==> config.mk <==
export PLATFORM = sky130hd
export DESIGN_NAME = mesi_isc_cbus_agent
export DESIGN_NICKNAME = d
export VERILOG_FILES = /design/src/rtl/mesi_isc_cbus_agent.sv
export SDC_FILE = /design/constraint.sdc
export NUM_CORES = 1
export LEC_CHECK = 0
export CAP_MARGIN = 25
export CORE_ASPECT_RATIO = 0.5
export CORE_MARGIN = 1.5
export CORE_UTILIZATION = 55
export CTS_CLUSTER_DIAMETER = 120
export DETAILED_ROUTE_END_ITERATION = 16
export GPL_ROUTABILITY_DRIVEN = 1
export GPL_TIMING_DRIVEN = 0
export PLACE_DENSITY = 0.92
export SYNTH_ARGS = -nofsm -noshare
export SYNTH_HDL_FRONTEND = slang
export SYNTH_SLANG_ARGS = --single-unit
==> constraint.sdc <==
create_clock -name clk -period 7.2 [get_ports clk]
set_input_delay 2.16 -clock clk [delete_from_list [all_inputs] [get_ports clk]]
set_output_delay 2.16 -clock clk [all_outputs]
set_load 0.02 [all_outputs]
==> src/rtl/mesi_isc_cbus_agent.sv <==
// Per-CPU coherence-bus responder: direct-mapped MESI line table, snoop/enable handling, writeback handshake.
// Optional snoop/hit/writeback counters are enabled with `define MESI_ISC_AGENT_STATS_EN.
module mesi_isc_cbus_agent #(
    parameter int CBUS_CMD_WIDTH = 3,
    parameter int ADDR_WIDTH     = 32,
    parameter int INDEX_WIDTH    = 2
) (
    input  logic                      clk,
    input  logic                      rst,
    input  logic [CBUS_CMD_WIDTH-1:0] cbus_cmd_i,
    input  logic [ADDR_WIDTH-1:0]     cbus_addr_i,
    output logic                      cbus_ack_o,
    input  logic                      cpu_req_valid_i,
    input  logic [ADDR_WIDTH-1:0]     cpu_req_addr_i,
    output logic                      cpu_grant_o,
    output logic                      wb_req_o,
    output logic [ADDR_WIDTH-1:0]     wb_addr_o,
    input  logic                      wb_ack_i,
    input  logic [ADDR_WIDTH-1:0]     lookup_addr_i,
`ifdef MESI_ISC_AGENT_STATS_EN
    output logic [15:0]               stat_snoop_o,
    output logic [15:0]               stat_hit_o,
    output logic [15:0]               stat_wb_o,
`endif
    output logic [1:0]                lookup_state_o
);

    localparam int ENTRIES = 1 << INDEX_WIDTH;
    localparam int TAG_W   = ADDR_WIDTH - INDEX_WIDTH;

    localparam logic [CBUS_CMD_WIDTH-1:0] CMD_NOP      = CBUS_CMD_WIDTH'(0);
    localparam logic [CBUS_CMD_WIDTH-1:0] CMD_WR_SNOOP = CBUS_CMD_WIDTH'(1);
    localparam logic [CBUS_CMD_WIDTH-1:0] CMD_RD_SNOOP = CBUS_CMD_WIDTH'(2);
    localparam logic [CBUS_CMD_WIDTH-1:0] CMD_EN_WR    = CBUS_CMD_WIDTH'(3);
    localparam logic [CBUS_CMD_WIDTH-1:0] CMD_EN_RD    = CBUS_CMD_WIDTH'(4);

    localparam logic [1:0] ST_I = 2'd0;
    localparam logic [1:0] ST_S = 2'd1;
    localparam logic [1:0] ST_E = 2'd2;
    localparam logic [1:0] ST_M = 2'd3;

    typedef enum logic [1:0] {
        S_IDLE,
        S_WB,
        S_ACK,
        S_WAIT_NOP
    } state_t;

    state_t                  r_state;
    state_t                  w_state_next;
    logic                    r_wb_req;
    logic [ADDR_WIDTH-1:0]   r_wb_addr;
    logic                    r_wb_is_wr;
    logic                    r_grant;

    logic [ENTRIES-1:0]              w_valid_vec;
    logic [ENTRIES-1:0][TAG_W-1:0]   w_tag_vec;
    logic [ENTRIES-1:0][1:0]         w_mesi_vec;

    logic                    w_tbl_we;
    logic                    w_tbl_set_tag;
    logic [INDEX_WIDTH-1:0]  w_tbl_idx;
    logic [TAG_W-1:0]        w_tbl_tag;
    logic [1:0]              w_tbl_mesi;
    logic                    w_grant_next;
    logic                    w_wb_start;
    logic                    w_wb_done;
    logic                    w_snoop_acc;
    logic                    w_snoop_hit;

    logic [INDEX_WIDTH-1:0]  w_snp_idx;
    logic [TAG_W-1:0]        w_snp_tag;
    logic [1:0]              w_snp_mesi;
    logic [INDEX_WIDTH-1:0]  w_req_idx;
    logic [TAG_W-1:0]        w_req_tag;
    logic [INDEX_WIDTH-1:0]  w_lk_idx;
    logic [TAG_W-1:0]        w_lk_tag;
    logic [INDEX_WIDTH-1:0]  w_wb_idx;

    assign w_snp_idx = cbus_addr_i[INDEX_WIDTH-1:0];
    assign w_snp_tag = cbus_addr_i[ADDR_WIDTH-1:INDEX_WIDTH];
    assign w_req_idx = cpu_req_addr_i[INDEX_WIDTH-1:0];
    assign w_req_tag = cpu_req_addr_i[ADDR_WIDTH-1:INDEX_WIDTH];
    assign w_lk_idx  = lookup_addr_i[INDEX_WIDTH-1:0];
    assign w_lk_tag  = lookup_addr_i[ADDR_WIDTH-1:INDEX_WIDTH];
    assign w_wb_idx  = r_wb_addr[INDEX_WIDTH-1:0];

    // A tag miss reads as Invalid, so callers only need the 2-bit state.
    assign w_snp_mesi = (w_valid_vec[w_snp_idx] && (w_tag_vec[w_snp_idx] == w_snp_tag))
                        ? w_mesi_vec[w_snp_idx] : ST_I;
    assign lookup_state_o = (w_valid_vec[w_lk_idx] && (w_tag_vec[w_lk_idx] == w_lk_tag))
                            ? w_mesi_vec[w_lk_idx] : ST_I;

    // Line table: one register set per entry, all cleared by reset.
    genvar gi;
    generate
        for (gi = 0; gi < ENTRIES; gi++) begin : g_entry
            logic             r_valid;
            logic [TAG_W-1:0] r_tag;
            logic [1:0]       r_mesi;

            always_ff @(posedge clk or negedge rst) begin
                if (!rst) begin
                    r_valid <= 1'b0;
                    r_tag   <= '0;
                    r_mesi  <= ST_I;
                end else if (w_tbl_we && (w_tbl_idx == INDEX_WIDTH'(gi))) begin
                    r_mesi <= w_tbl_mesi;
                    if (w_tbl_set_tag) begin
                        r_valid <= 1'b1;
                        r_tag   <= w_tbl_tag;
                    end
                end
            end

            assign w_valid_vec[gi] = r_valid;
            assign w_tag_vec[gi]   = r_tag;
            assign w_mesi_vec[gi]  = r_mesi;
        end
    endgenerate

    always_comb begin
        w_state_next  = r_state;
        w_tbl_we      = 1'b0;
        w_tbl_set_tag = 1'b0;
        w_tbl_idx     = '0;
        w_tbl_tag     = '0;
        w_tbl_mesi    = ST_I;
        w_grant_next  = 1'b0;
        w_wb_start    = 1'b0;
        w_wb_done     = 1'b0;
        w_snoop_acc   = 1'b0;
        w_snoop_hit   = 1'b0;

        case (r_state)
            S_IDLE: begin
                case (cbus_cmd_i)
                    CMD_WR_SNOOP: begin
                        w_snoop_acc = 1'b1;
                        w_snoop_hit = (w_snp_mesi != ST_I);
                        if (w_snp_mesi == ST_M) begin
                            w_wb_start   = 1'b1;
                            w_state_next = S_WB;
                        end else begin
                            w_tbl_we     = (w_snp_mesi != ST_I);
                            w_tbl_idx    = w_snp_idx;
                            w_tbl_mesi   = ST_I;
                            w_state_next = S_ACK;
                        end
                    end
                    CMD_RD_SNOOP: begin
                        w_snoop_acc = 1'b1;
                        w_snoop_hit = (w_snp_mesi != ST_I);
                        if (w_snp_mesi == ST_M) begin
                            w_wb_start   = 1'b1;
                            w_state_next = S_WB;
                        end else begin
                            w_tbl_we     = (w_snp_mesi == ST_E);
                            w_tbl_idx    = w_snp_idx;
                            w_tbl_mesi   = ST_S;
                            w_state_next = S_ACK;
                        end
                    end
                    CMD_EN_WR, CMD_EN_RD: begin
                        // Without a pending request the enable is acked but otherwise dropped.
                        w_tbl_we      = cpu_req_valid_i;
                        w_tbl_set_tag = 1'b1;
                        w_tbl_idx     = w_req_idx;
                        w_tbl_tag     = w_req_tag;
                        w_tbl_mesi    = (cbus_cmd_i == CMD_EN_WR) ? ST_M : ST_S;
                        w_grant_next  = cpu_req_valid_i;
                        w_state_next  = S_ACK;
                    end
                    default: w_state_next = S_IDLE;
                endcase
            end
            S_WB: begin
                if (wb_ack_i) begin
                    w_wb_done    = 1'b1;
                    w_tbl_we     = 1'b1;
                    w_tbl_idx    = w_wb_idx;
                    w_tbl_mesi   = r_wb_is_wr ? ST_I : ST_S;
                    w_state_next = S_ACK;
                end
            end
            S_ACK: w_state_next = S_WAIT_NOP;
            S_WAIT_NOP: begin
                // The controller holds its command until it sees the ack; wait for it to let go.
                if (cbus_cmd_i == CMD_NOP) begin
                    w_state_next = S_IDLE;
                end
            end
            default: w_state_next = S_IDLE;
        endcase
    end

    always_ff @(posedge clk or negedge rst) begin
        if (!rst) begin
            r_state    <= S_IDLE;
            r_wb_req   <= 1'b0;
            r_wb_addr  <= '0;
            r_wb_is_wr <= 1'b0;
            r_grant    <= 1'b0;
        end else begin
            r_state <= w_state_next;
            r_grant <= w_grant_next;
            if (w_wb_start) begin
                r_wb_req   <= 1'b1;
                r_wb_addr  <= cbus_addr_i;
                r_wb_is_wr <= (cbus_cmd_i == CMD_WR_SNOOP);
            end else if (w_wb_done) begin
                r_wb_req <= 1'b0;
            end
        end
    end

    assign cbus_ack_o  = (r_state == S_ACK);
    assign cpu_grant_o = r_grant;
    assign wb_req_o    = r_wb_req;
    assign wb_addr_o   = r_wb_addr;

`ifdef MESI_ISC_AGENT_STATS_EN
    logic [15:0] r_stat_snoop;
    logic [15:0] r_stat_hit;
    logic [15:0] r_stat_wb;

    always_ff @(posedge clk or negedge rst) begin
        if (!rst) begin
            r_stat_snoop <= '0;
            r_stat_hit   <= '0;
            r_stat_wb    <= '0;
        end else begin
            if (w_snoop_acc && (r_stat_snoop != 16'hFFFF)) begin
                r_stat_snoop <= r_stat_snoop + 16'd1;
            end
            if (w_snoop_hit && (r_stat_hit != 16'hFFFF)) begin
                r_stat_hit <= r_stat_hit + 16'd1;
            end
            if (w_wb_done && (r_stat_wb != 16'hFFFF)) begin
                r_stat_wb <= r_stat_wb + 16'd1;
            end
        end
    end

    assign stat_snoop_o = r_stat_snoop;
    assign stat_hit_o   = r_stat_hit;
    assign stat_wb_o    = r_stat_wb;
`else
    logic w_stats_unused;
    assign w_stats_unused = w_snoop_acc | w_snoop_hit;
`endif

endmodule

# Word-level counts from Yosys, hierarchy flattened
# Index checks and enable logic that the tools add are counted.
# totals
reg_bits	169
out_inout_bits	37
# op_classes
n_mux	46
eq_ne	16
reduce_logical	18
magnitude_cmp	2
# ops
cell	count
30-bit binary-select mux with 2-bit select	2
30-bit two-way mux	4
30-bit equality test	2
2-bit two-way mux	10
2-bit one-hot mux with 2 select lines	5
1-bit two-way mux	18
2-bit equality test (second input constant)	6
2-bit AND reduction	5
2-bit binary-select mux with 2-bit select	2
2-bit one-hot mux with 4 select lines	1
3-bit by 2-bit equality test with 1-bit output (second input constant)	2
1-bit logical AND	6
2-bit by 3-bit < comparator with 1-bit output (second input constant)	2
1-bit binary-select mux with 2-bit select	2
2-bit by 1-bit equality test with 1-bit output (second input constant)	2
2-bit logical NOT	2
2-bit != test (second input constant)	2
2-bit nonzero test	2
2-bit OR reduction	2
3-bit by 1-bit equality test with 1-bit output (second input constant)	1
3-bit equality test (second input constant)	1
3-bit logical NOT	1
1-bit one-hot mux with 3 select lines	1
1-bit one-hot mux with 2 select lines	1

# Logic depth before layout (Yosys ltp)
# depth
word_depth	12
depth_mapped	17
depth_no_buf	13

# Worst setup path after synthesis
# OpenSTA, ideal clock, no wires.
# synth_timing
path_kind	input to output
start	in lookup_addr_i[0]
end	out lookup_state_o[0]
t_arrival_ns	4.466
setup_slack_ns	0.574
cell_stages	7
path_cell_list	buf_4 buf_6 mux4_2 xnor2_1 nand4_1 or4_1 nor4_1
# synth_between
elab_chain_cells	5
# synth_rtl
item	line	rtl
start: declaration	19	input logic [ADDR_WIDTH-1:0] lookup_addr_i,
30-bit binary-select mux with 2-bit select	91	assign lookup_state_o = (w_valid_vec[w_lk_idx] && (w_tag_vec[w_lk_idx] == w_lk_tag))
30-bit two-way mux (not written as such)	91	
30-bit equality test	91	
1-bit logical AND	91	
2-bit two-way mux (*)	92	? w_mesi_vec[w_lk_idx] : ST_I;
end: declaration	25	output logic [1:0] lookup_state_o
# Every way passes the cells marked *; elsewhere a longest branch is shown, timed or not. The select of a mux whose other input is x is not followed.

# Worst setup path after layout
# layout_timing
start	in lookup_addr_i[1]
end	out lookup_state_o[0]
# The elaborated chain is that of the path after synthesis.

==> flow_summary.toml <==
[place]
dpl.cell_count = 1070
gp_congestion = 0.9292
io_buffers = 134
hpwl_mm = 21.43

[timing]
fin_setup_tns_ns = 0
final.period_utilization_pct = 99.49
hold_viol = 0
finalSetupViolations = 0
clock.fmax_mhz = 139.6
worst_pin_slew_ns = 1.049
slew_viol_final = 0
min_period_ns = 7.163
slew-limit-headroom_pct = 30.10
rsz0062_at_grt = "no"
fin_hold_ws_ns = 0.4983
finClkSkew_ns = 0.01110

[layout]
stdcell_count = 1102
layout_commonest_cell = "dfrtp_1"
final_util_pct = 70.14
area_growth_pct = 23.69
nFillCells = 1109
antenna_cells = 0
nets = 971
final_cell_mix = "169 x dfrtp_1, 160 x mux2_2, 131 x clkdlybuf4s50_1"
drive_above_1_share_pct = 29.37

[route]
drc = 0
final_antenna_net_count = 0
viasPerCell = 6.593
drt-wirelength-per-cell_um = 26.64
vias = 7265
postRouteWirelength_mm = 29.36
drt_first_pass_iters = 6
drt_iter0_drc = 810

[setup_path]
critPathRequiredTime_ns = 5.04
worst_r2r_path_depth = 14
cp-end-kind = "primary output"
r2r_end = "g_entry[1].r_tag[7]$_DFFE_PN0P_"
worstSetupStartpointType = "primary input"
r2r_setup_slack_ns = 2.20
worst_ep_arrival_time_ns = 5.00
critPathMaxFanout = 10
path_class = "in2out"
rr_startpoint = "g_entry[0].r_tag[4]$_DFFE_PN0P_"

[synthesis]
synthesis.nets = 817
synth.distinct_cells = 62
synth_ff_type = "dfrtp_1"
synth_seq_cells = 169
syn_avg_cell_area_um2 = 13.23
ys_seq_area_share_pct = 45.16
netlist_instances = 708
async_flop_share_pct = 100.0
synth_area_um2 = 9365
ys_warn_count = 0
synth_edf_count = 0

[global_routing]
antenna_found_initial = 1
grt_pass1_vias = 7323
grt_use_total_pct = 33.28
grt_use_met3_pct = 12.44
grt_pass1_wl_mm = 43.46
use_met1_pct = 42.67
grt.busiest_layer = "met2"
use_met2_pct = 52.90
grt_max_degree = 96
overflow = 0

[cts]
cts_max_level = 4
clockRootBuffer = "clkbuf_16"
cts_tree = "yes"
clkSlewWorstSetupHoldPaths_ns = 0.06
clockBufferDepth = 2
worstSkewPairLatency_ns = 0.44
cts_hold_buf = 0
cts_buffers = 17
post_cts_buffers = 0
clkSinkCount = 169

[min_path]
min-delay-start = "g_entry[0].r_valid$_DFFE_PN0P_"
hold_end = "g_entry[0].r_valid$_DFFE_PN0P_"
hp-class = "reg2reg"
worstHoldPathCells = 1

[pwr]
combPwrFrac_pct = 27.7
powerDensity_nw_per_um2 = 261.1
p_int_mw = 2.029
swShare_pct = 32.90
p_sw_uw = 995.1
finalPower_mw = 3.024
clkPwrFrac_pct = 29.3
seqPwrFrac_pct = 43.0
max-vdd-ir-drop_mv = 0.2026
leakage_nw = 5.358

[floorplan]
die-area_um2 = 17870
row_count = 33
start_util_pct = 56.70
fp.dieW_um = 187.5
io-pin-count = 140
fp.dieH_um = 95.27
core_um2 = 16520

[run]
maxCapViolCount = 0

[status]
outcome = "finished clean"
layout make-up:
type	instances	area, µm²	share of cell area (%)
inverter	11	41.29	0.3564
timing repair buffer	135	1371	11.84
tap	227	284.0	2.452
buffer	40	251.5	2.171
clock buffer	18	439.2	3.791
multi-input combinational	488	4856	41.92
clock inverter	14	111.4	0.9613
sequential	169	4229	36.51
metal layers:
layer | up-vias | share of wire (%)
met4 | 2 | 2.4
li1 | 3000 | -
met2 | 451 | 46
met3 | 78 | 12
met1 | 3734 | 39
met5 | - | 0.031
cells by family (layout without fill, tap and decap cells):
| family | after synthesis | count (layout) | synth area share (%) |
|---|---|---|---|
| buffers and inverters | 51 | 218 | 3.033 |
| muxes | 263 | 263 | 35.11 |
| xor gates and xnor gates | 47 | 47 | 4.396 |
| AOI/OAI and AO/OA | 72 | 72 | 5.571 |
| adders and majority gates | 6 | 6 | 0.8016 |
| and+or+nand+nor | 100 | 100 | 5.932 |
| DFF | 169 | 169 | 45.16 |
through the flow:
step           instance area, µm²  setup WS [ns]
2_1_floorplan                9365         0.5744
3_3_place_gp                10990         -2.630
3_5_place_dp                11020        -0.3463
4_1_cts                     11580         0.1440
5_1_grt                     11580        0.05226
6_report                    11580        0.03689
worst max-delay path by stage:
stage | startpoint | endpoint | slack, ns
global route | lookup_addr_i[1] | lookup_state_o[1] | 0.05
finish | lookup_addr_i[1] | lookup_state_o[0] | 0.04
floorplan | lookup_addr_i[0] | lookup_state_o[0] | 0.57
CTS | lookup_addr_i[0] | lookup_state_o[0] | 0.14
detailed placement | lookup_addr_i[0] | lookup_state_o[0] | -0.35
global placement | rst | wb_addr_o[2]$_DFFE_PN0P_ | -2.63
synthesized netlist by cell type (3+ instances only):
master	instances	area, µm²
nor4_1	6	37.54
nor2b_1	3	18.77
a21oi_1	7	35.03
xnor2_1	32	280.3
a31oi_1	3	18.77
a2111oi_0	3	26.28
nor2_1	7	26.28
o21ai_0	10	50.05
buf_6	3	33.78
a22oi_1	4	30.03
o221ai_1	4	35.03
nand2_1	26	97.59
o2bb2ai_1	3	26.28
nand3_1	11	55.05
ha_1	6	75.07
o31ai_1	3	22.52
o22ai_1	9	56.30
clkbuf_1	9	33.78
mux2_2	160	1802
mux4_2	27	608.1
xor2_1	15	131.4
a221oi_1	3	26.28
buf_2	20	100.1
nand4b_1	3	26.28
o2111ai_1	3	26.28
nor3_1	9	45.04
o311ai_0	3	26.28
inv_1	11	41.29
mux2i_1	68	680.7
nand4_1	9	56.30
nand2b_1	9	56.30
mux4_1	7	183.9
dfrtp_1	169	4229
buf_4	3	22.52
a211oi_1	3	22.52
power groups by stage:
stage	clock [mW]	combinational (mW)	sequential, mW
final	0.887	0.837	1.30
after global placement	0	0.775	1.28
after floorplan	0	0.545	1.25
after global routing	0.923	0.882	1.32
after CTS	0.880	0.815	1.29
after detailed placement	0	0.806	1.31
worst max-delay path: stages:
cell and delay (ns):
clkbuf_1 0.20, buf_4 0.32, mux2i_1 0.31, o2bb2ai_1 0.10, o21ai_0 0.37, nand4_1 0.24, or4_1 0.59, nor4_1 0.32
dlygate4sd2_1 0.38
state kept, by name, summed over array words and instances, names as in the netlist:
signal,cells
cpu_grant_o,1
g_entry.r_mesi,8
g_entry.r_tag,120
g_entry.r_valid,4
r_state,2
r_wb_is_wr,1
wb_addr_o,32
wb_req_o,1
what timing repair did:
| item | in CTS | in global routing |
|---|---|---|
| cloned | 0 | 0 |
| gates resized for setup | 6 | 1 |
| endpoints found under the setup margin | 2 | 1 |
No activity file was read; power rests on OpenSTA's default activity.
